$ cat config.mk
export PLATFORM = sky130hd
export DESIGN_NAME = uart_tx_engine
export DESIGN_NICKNAME = d
export VERILOG_FILES = /design/src/rtl/uart_tx_engine.sv
export SDC_FILE = /design/constraint.sdc
export NUM_CORES = 1
export LEC_CHECK = 0
export CORE_MARGIN = 3
export CORE_UTILIZATION = 33
export DETAILED_ROUTE_END_ITERATION = 8
export PLACE_DENSITY = 0.51
export SYNTH_ARGS = -nofsm -noshare
export SYNTH_HDL_FRONTEND = slang
export SYNTH_SLANG_ARGS = --single-unit
$ cat constraint.sdc
create_clock -name clk -period 5.1 [get_ports clk]
set_clock_uncertainty 0.05 [all_clocks]
set_input_delay 0.51 -clock clk [delete_from_list [all_inputs] [get_ports clk]]
set_output_delay 0.51 -clock clk [all_outputs]
set_load 0.005 [all_outputs]
$ cat src/rtl/uart_tx_engine.sv
// UART transmit serializer draining a registered-output TX FIFO: one pop per frame,
// start bit, LSB-first data, optional parity, then one or two stop bits.
module uart_tx_engine #(
    parameter int unsigned CLKS_PER_BIT = 434,
    parameter int unsigned DWIDTH       = 8,
    parameter int unsigned PARITY_EN    = 0,
    parameter int unsigned PARITY_ODD   = 0,
    parameter int unsigned STOP_BITS    = 1
) (
    input  logic              clk,
    input  logic              reset,
    input  logic              tx_enable,
    input  logic              fifo_empty,
    input  logic [DWIDTH-1:0] fifo_data,
    output logic              fifo_rd_en,
    output logic              tx,
    output logic              busy,
    output logic              tx_done
);

    localparam int unsigned BW = (CLKS_PER_BIT > 1) ? $clog2(CLKS_PER_BIT) : 1;
    localparam int unsigned IW = $clog2(DWIDTH + 1);
    localparam logic [BW-1:0] BAUD_LAST = BW'(CLKS_PER_BIT - 1);
    localparam logic [IW-1:0] DATA_LAST = IW'(DWIDTH - 1);
    localparam logic [IW-1:0] STOP_LAST = IW'(STOP_BITS - 1);

    typedef enum logic [2:0] {
        S_IDLE,
        S_FETCH,
        S_LOAD,
        S_START,
        S_DATA,
        S_PARITY,
        S_STOP
    } state_t;

    state_t            state_q, state_d;
    logic [BW-1:0]     baud_q, baud_d;
    logic [IW-1:0]     idx_q, idx_d;
    logic [DWIDTH-1:0] shift_q, shift_d;
    logic              parity_q, parity_d;
    logic              tx_q, tx_d;
    logic              baud_last;

    assign baud_last = (baud_q == BAUD_LAST);

    always_ff @(posedge clk or posedge reset) begin
        if (reset) begin
            state_q  <= S_IDLE;
            baud_q   <= '0;
            idx_q    <= '0;
            shift_q  <= '0;
            parity_q <= 1'b0;
            tx_q     <= 1'b1;
        end else begin
            state_q  <= state_d;
            baud_q   <= baud_d;
            idx_q    <= idx_d;
            shift_q  <= shift_d;
            parity_q <= parity_d;
            tx_q     <= tx_d;
        end
    end

    always_comb begin
        state_d  = state_q;
        baud_d   = baud_q;
        idx_d    = idx_q;
        shift_d  = shift_q;
        parity_d = parity_q;
        tx_d     = 1'b1;

        case (state_q)
            S_IDLE: begin
                if (tx_enable && !fifo_empty) state_d = S_FETCH;
            end
            S_FETCH: state_d = S_LOAD;
            S_LOAD: begin
                shift_d  = fifo_data;
                parity_d = (^fifo_data) ^ (PARITY_ODD != 0);
                baud_d   = '0;
                idx_d    = '0;
                state_d  = S_START;
            end
            S_START: begin
                if (baud_last) begin
                    baud_d  = '0;
                    idx_d   = '0;
                    state_d = S_DATA;
                end else begin
                    baud_d = baud_q + BW'(1);
                end
            end
            S_DATA: begin
                if (baud_last) begin
                    baud_d  = '0;
                    shift_d = shift_q >> 1;
                    if (idx_q == DATA_LAST) begin
                        idx_d   = '0;
                        state_d = (PARITY_EN != 0) ? S_PARITY : S_STOP;
                    end else begin
                        idx_d = idx_q + IW'(1);
                    end
                end else begin
                    baud_d = baud_q + BW'(1);
                end
            end
            S_PARITY: begin
                if (baud_last) begin
                    baud_d  = '0;
                    idx_d   = '0;
                    state_d = S_STOP;
                end else begin
                    baud_d = baud_q + BW'(1);
                end
            end
            S_STOP: begin
                if (baud_last) begin
                    baud_d = '0;
                    if (idx_q == STOP_LAST) begin
                        idx_d   = '0;
                        state_d = S_IDLE;
                    end else begin
                        idx_d = idx_q + IW'(1);
                    end
                end else begin
                    baud_d = baud_q + BW'(1);
                end
            end
            default: state_d = S_IDLE;
        endcase

        // tx is registered, so it is driven from the state being entered
        case (state_d)
            S_START:  tx_d = 1'b0;
            S_DATA:   tx_d = shift_d[0];
            S_PARITY: tx_d = parity_d;
            default:  tx_d = 1'b1;
        endcase
    end

    assign fifo_rd_en = (state_q == S_FETCH);
    assign busy       = (state_q != S_IDLE);
    assign tx_done    = (state_q == S_STOP) && baud_last && (idx_q == STOP_LAST);
    assign tx         = tx_q;

endmodule

==> results of run 1 <==
## placed cells by master (no fill, tap or decap), drive strengths merged, types with 2 or more instances in the layout
cell | netlist | layout
dfrtp | 25 | 25
clkdlybuf4s50 | 0 | 15
and2 | 10 | 10
nand2 | 9 | 9
inv | 9 | 9
a221o | 9 | 9
xnor2 | 9 | 9
a21oi | 8 | 8
a22o | 7 | 7
nand3 | 6 | 6
nor2b | 5 | 5
mux2i | 5 | 5
o21ai | 4 | 4
ha | 4 | 4
clkbuf | 6 | 4
nor3b | 4 | 4
nor2 | 3 | 3
nand4 | 3 | 3
or2 | 2 | 2
a31oi | 2 | 2
mux2 | 2 | 2
a22oi | 2 | 2
a211oi | 2 | 2
and4 | 2 | 2
and3 | 2 | 2
## power breakdown
group	total, mW	internal [mW]	switching, mW
Sequential	0.216	0.212	0.00310
Combinational	0.0316	0.0190	0.0126
Clock	0.125	0.0561	0.0685
## metal layers
layer	wire (µm)	vias to the layer above	GRT usage [%]
li1	-	610	-
met1	1610	626	15.4
met2	1560	15	19.4
met3	76	4	1.77
met4	45	0	4.53
met5	0	-	0
## final timing paths
kind,start,endpoint,cells after the start
max reg2reg,state_q[1],idx_q[3],4
max in group asynchronous,reset,baud_q[5],2
min in group asynchronous,reset,shift_q[7],2
min reg2reg,baud_q[8],baud_q[8],1
max,baud_q[1],tx_done,6
min,baud_q[8],baud_q[8],1
## synthesized netlist by cell type (all sizes together), types with 2 or more instances
cell,instances,share of area (%)
a211oi,2,0.93
a21oi,8,2.5
a221o,9,5.6
a22o,7,3.8
a22oi,2,0.93
a31oi,2,0.77
and2,10,3.9
and3,2,0.85
and4,2,1.2
buf,4,2.4
clkbuf,6,1.4
dfrtp,25,39
ha,4,3.1
inv,9,2.1
mux2,2,1.4
mux2i,5,3.1
nand2,9,2.1
nand3,6,1.9
nand4,3,1.2
nor2,3,0.70
nor2b,5,1.9
nor3b,4,2.5
o21ai,4,1.2
or2,2,0.77
xnor2,9,4.9
## sequential cells by signal, summed over array words and instances, names as in the netlist
name / flops
baud_q: 9
idx_q: 4
parity_q: 1
shift_q: 8
state_q: 3
tx: 1
## cells by family (layout without fill, tap and decap cells)
family | Yosys count | count (layout) | synth area share (%)
DFF | 26 | 26 | 40.3
muxes | 7 | 7 | 4.49
adders and majority gates | 4 | 4 | 3.10
and+or+nand+nor | 53 | 53 | 21.2
xor gates and xnor gates | 9 | 9 | 4.88
buffers and inverters | 19 | 29 | 5.88
AOI/OAI and AO/OA | 42 | 42 | 20.1
## worst reg2reg max path, cell delays in order, from the launching register on
cell and delay (ns):
dfrtp_1 0.69, nor3b_2 0.59, a21oi_1 0.12, or2_1 0.29, a221o_1 0.36
## cell type report
class                   instances  share of cell area (%)
multi-input cells             115                    47.3
clock buffers                   4                    2.45
well taps                      65                    4.42
repair buffers                 16                    8.57
inverters                       9                    1.84
flip-flops and latches         26                    35.4
==> results by stage, run 1 <==
Run status:
- The run finished with clean final reports.

Layout:
- The final-layout fill cell count is 461.
- The net count of the finished layout is 187.
- The finished layout holds 235 standard cells, fillers aside.
- The number of antenna diodes in the final layout is 0.
- The finished layout cell area is 0.00184 mm².
- Summing all flip-flop and latch instances after layout gives 652 µm².
- The share of cells above drive strength 1 is 9.41%.
- The footprint of the multi-input gates is 870 µm².
- The post-synthesis to final-layout area growth is 13.8%.
- Cells fill 40.6% of the core in the end.

Floorplanning:
- The die is 76.0 µm tall.
- The number of cell rows is 24.
- The effective utilization at floorplan is 35.7%.
- The number of I/O pins is 16.
- The horizontal extent of the die is 76.0 µm.
- The die covers 0.00577 mm².
- The core region is 0.00453 mm².

Worst setup path:
- The required time of the critical path is 4.54 ns.
- Grouping stages by cell kind, the critical path spends the most delay in simple AND/OR/NAND/NOR gates.
- Traced cell by cell, the critical path runs through inv_1 -> ha_1 -> nor4b_4 -> nand2_1 -> nor3_1 -> clkdlybuf4s50_1.
- The kind of end point of the critical path is an output port.
- The stage delay of the slowest cell on the critical path is 0.54 ns.
- The worst-path maximum fanout is 8.
- The critical path contains buffers and inverters numbering 2 combined.
- The cell at the slowest stage of the critical path is clkdlybuf4s50_1.
- Setup slack on the worst reg-to-reg path comes out at 2.90 ns.
- The worst setup path is of the flop to output port kind.
- The data arrival time at the worst-slack endpoint is 2.28 ns.
- STA classifies the critical path startpoint as a flop.

Power and ir drop:
- Summed over all cells, the static leakage comes to 0.746 nW.
- The power per cell area is 202 mW/mm².
- The maximum VDD drop is 0.0000874 V.
- The overall power of the completed layout is 0.372 mW.

Synth:
- Yosys printed 0 warnings.
- The number of flops mapped to enable cells by yosys is 0.
- The most used flip-flop cell after synthesis is dfrtp_1.
- The number of library cell types mapped by synthesis is 46.
- After technology mapping, the gate count stands at 160.
- The average instance in the mapped netlist occupies 10.1 µm².
- Counting flops and latches in the post-synthesis netlist gives 26.
- The net count after synthesis is 176.
- The fraction of the yosys area taken by sequential cells is 40.3%.
- In the synthesized netlist the async set-or-reset flop fraction comes to 100%.
- After synthesis the cells add up to 0.00162 mm².

STA:
- The highest clock frequency the design can meet is 352 MHz.
- Setup repair after global routing left no endpoint under its margin.
- The actual slew at the worst max-slew pin is 1.02 ns.
- The count of final setup violators is 0.
- The routed design could run at a clock period as short as 2.84 ns.
- The ratio of final minimum period to clock period is 55.7%.
- The tightest slew margin relative to the limit is 31.7%.
- The final setup TNS is 0 ns.
- The count of pins over their slew limit is 0.
- Once routing completed, OpenROAD measured the worst setup slack at 2.26 ns.
- The final hold slack is 0.436 ns.
- The final hold violation count is 0.

Clock network:
- The number of buffers on the longest clock path is 2.
- CTS built an H-tree with a depth of 1.
- The clock-pin transition on the worst setup and hold timing paths is 0.09 ns.
- The CTS buffer count is 3.
- The post-cts resize count is 0.
- The buffer count from post-CTS setup fixing is 0.
- Clock tree synthesis selected as its root buffer the cell clkbuf_8.
- The post-cts hold buffer count is 0.
- At the later pin of the worst-skew pair, clock insertion delay measures 0.27 ns.
- The clock tree from TritonCTS is done.
- The clock sink count is 26.

Detailed routing:
- The routed via count is 1,255.
- After detailed routing, the number of vias per cell comes to 5.34.
- For this run, design rule violations remaining after detail routing come to 0.
- Dividing the detail-routed wire length by the instance count gives 14.0 µm.
- The pre-antenna-repair detailed-routing pass consisted of 4 iterations.
- After the first detailed-routing iteration, the DRC count stood at 41.
- Once detail routing completed, the nets flagged for antenna violations numbered 0.
- The final layout contains routed wiring with a total length of 3290 µm.

Place:
- In this run the cell area measured after placement is 0.00179 mm².
- Routability-driven placement finished with a final weighted congestion of 0.760.
- Counting tap cells, the placed design contains a total of 231 instances.
- The total of buffers placed on input and output ports is 15.
- Detailed placement finished with a half-perimeter wire length of 2350 µm.
- Timing analysis after detailed placement gives a worst setup slack of 2.57 ns.

GRT:
- The number of global-route vias before repair is 1,264.
- Entering global routing, the biggest net connects 27 pins.
- After global routing the overflow that remains totals 0.
- The first global-routing pass estimated 5690 µm of wire.
- The combined global-route utilization of all metal layers is 11.7%.
- The number of antenna violations at the first check in global routing was 0.

Run:
- Across the run, the number of max-cap violations was 0.

Worst hold path:
- The tightest min-delay check is of the flop to flop type.
(Power assumes the default switching activity.)
==> run 2, diff against run 1 <==
- PLACE_DENSITY: 0.51 -> 0.53
- clock period: 5.1 -> 2.5 ns (I/O delays scaled with it)
==> run 2 against run 1 <==
  * Sequential cell count stayed put
  * Clock power increased to 2.8 times the previous value
  * Cell area rose by 3.5%
  * Non-clock buffer count increased by 5
  * Die area unchanged
  * Setup slack got worse by 2.0 ns
  * Sequential power is 100% higher
  * Via count grew 0.32%
  * Wire length decreased by 3.0%
  * Sequential share of layout area down 1.2 points
  * Clock-buffer cell count shrank 1
  * Critical path type unchanged
  * Largest cell class unchanged
  * Highest routed layer unchanged
==> results by stage, run 2 (synthesis results as in run 1) <==
Layout:
- Counting flops per register, the top entry is baud_q.
- The most common library cell in the layout ignoring fill and taps is dfrtp_1.
- The core occupancy in the finished layout is 42.0%.
- The finished layout cell area is 0.00190 mm².
- The net count of the finished layout is 192.
- In the final layout, the share of cells above drive strength 1 is 12.6%.
- The library cells used most frequently in the layout, excluding fill and tap cells, are 25 x dfrtp_1, 15 x clkdlybuf4s50_1.
- Across the whole layout, storage elements account for 652 µm².
- The largest registers in the layout are baud_q (9), shift_q (8), idx_q (4).
- The post-synthesis to final-layout area growth is 17.7%.
- The filler cells instantiated in the layout total 457.
- The antenna diode instance count is 0.
- In the final layout, the multi-input gates occupy 870 µm².
- The register with the most flip-flops in the layout has 9 of them.

STA:
- The highest clock frequency the design can meet is 439 MHz.
- The count of pins over their slew limit was 0.
- The final hold violation count came to 0.
- The final setup TNS is 0 ns.
- Dividing the final minimum period by the clock period gives 91.0%.
- The routed design could run at a clock period as short as 2.28 ns.
- Setup repair after global routing left no endpoint under its margin.
- Setup violations remaining at the end of the flow were counted as 0.
- Headroom to the max-slew limit came out at 64.5%.
- At the pin with the least slew margin, the transition time is 0.533 ns.

Detailed routing:
- The violation count after the first detailed-route iteration is 78.
- Using the TritonRoute via totals, the vias-per-cell ratio works out to 5.25.
- Before antenna repair, the detailed router went through 4 iterations.
- In the final routed layout, each cell accounts on average for 13.3 µm.
- After detailed routing, the number of remaining DRC violations is 0.
- The count of nets left with antenna violations once routing finished came out at 0.
- The final layout contains routed wiring with a total length of 3190 µm.
- The routed via count is 1,259.

Floorplanning:
- For this design the top-level I/O count stands at 16.
- The effective utilization at floorplan is 35.7%.
- The vertical die dimension is 76.0 µm.
- The die covers 0.00577 mm².
- After floorplanning, the core was divided into 24 placement rows.
- The floorplan step set the die width to 76.0 µm.
- The area of the placeable core is 0.00453 mm².

Clock network:
- For the worst-skew pair, the clock arrives at the later sink with an insertion delay of 0.27 ns.
- The post-cts resize count is 0.
- The clock sink count is 26.
- The clock root buffer master is clkbuf_8.
- The number of buffers on the longest clock path is 2.
- TritonCTS built the clock tree.
- The CTS buffer count is 3.
- The clock-pin transition on the worst setup and hold timing paths is 0.09 ns.
- The buffer count from post-CTS setup fixing is 0.
- In this run, post-CTS hold repair placed 0 buffers.
- The number of levels in the clock H-tree is 1.

Place:
- Detailed placement ended at an HPWL of 2400 µm.
- At the end of routability-driven placement, the weighted congestion stood at 0.800.
- Port buffering added 15 buffers.
- Summing all placed instances gives a cell area of 0.00183 mm².

Worst setup path:
- The worst-path maximum fanout is 5.
- The worst setup slack for register-to-register paths is 0.49 ns.
- The largest single stage delay on the critical path is 0.53 ns.
- The required time of the critical path is 2.20 ns.
- The critical path is of the flop to output port type.
- The startpoint type of the worst setup path is a flop.
- The top cell family by delay on the critical path is buffers and inverters.
- The kind of end point of the critical path is an output port.
- The signal on the critical path passes through inv_1 -> ha_1 -> nor4b_4 -> nand2_1 -> nor3_1 -> clkdlybuf4s50_1.
- The cell at the slowest stage of the critical path is clkdlybuf4s50_1.
- Data on the critical path arrives at its endpoint at 1.98 ns.
- The sum of buffers and inverters on the critical path is 2.

Power and ir drop:
- The maximum VDD drop is 0.000255 V.
- The power per cell area is 447 mW/mm².
- After layout, the design draws a total of 0.850 mW.
- The analysis attributes to cell leakage a power of 0.783 nW.

GRT:
- Global routing consumed, over all layers together, 11.6% of the routing resources.
- The number of antenna violations at the first check in global routing is 0.
- The first global-routing pass estimated 5580 µm of wire.
- The pin count of the biggest net entering global routing is 27.
- The global route total overflow is 0.
- The number of global-route vias before repair is 1,226.

Run:
- The reported max-cap violation count is 0.

Run status:
- The run finished with clean final reports.

Worst hold path:
- The class of the tightest hold or removal check is input port to asynchronous set/reset pin.
[run 2: changes by cell type in the layout (fill, tap and decap cells not counted), sizes merged]
cell / change
buf: +5
clkbuf: -1
bufinv: +1
[run 2: cell type report]
type	count	area share, %
Sequential cell	26	34.3
Tap cell	65	4.27
Clock inverter	1	1.58
Inverter	9	1.78
Timing Repair Buffer	21	10.3
Clock buffer	3	2.17
Multi-Input combinational cell	115	45.7
[run 2: path summary, 6_finish.rpt]
path,startpoint,to,cells past startpoint
max,baud_q[1],tx_done,6
min,reset,shift_q[6],3
max reg2reg,state_q[1],shift_q[6],4
min reg2reg,baud_q[8],baud_q[8],1
max in group asynchronous,reset,tx,3
min in group clk,baud_q[8],baud_q[8],1
[run 2: layer usage]
| metal | track usage, % | share of wire, % |
|---|---|---|
| met5 | 0 | 0 |
| met4 | 2.54 | 0.94 |
| met3 | 3.19 | 4.4 |
| met2 | 19.4 | 48 |
| met1 | 14.9 | 46 |
[run 2: power by group]
group	leakage, nW	total (mW)	switching, mW	internal (mW)
Sequential	0.305	0.440	0.00677	0.433
Clock	0.0357	0.345	0.131	0.214
Combinational	0.443	0.0650	0.0253	0.0398
[run 2: worst register-to-register path: stages (launching register included)]
cell     delay (ns)
dfrtp_1        0.69
nor2b_1        0.35
a31oi_1        0.11
or2_1          0.32
a221o_1        0.38
[run 2: per-stage QoR]
| step | hold WS [ns] | setup WS (ns) | cells |
|---|---|---|---|
| finish | 0.278 | 0.224 | 240 |
| CTS | 0.290 | 0.197 | 240 |
| global placement | 0.426 | 0.524 | 236 |
| detailed placement | 0.436 | 0.507 | 236 |
| floorplan | 0.239 | 0.626 | 160 |
| global route | 0.331 | 0.0755 | 240 |
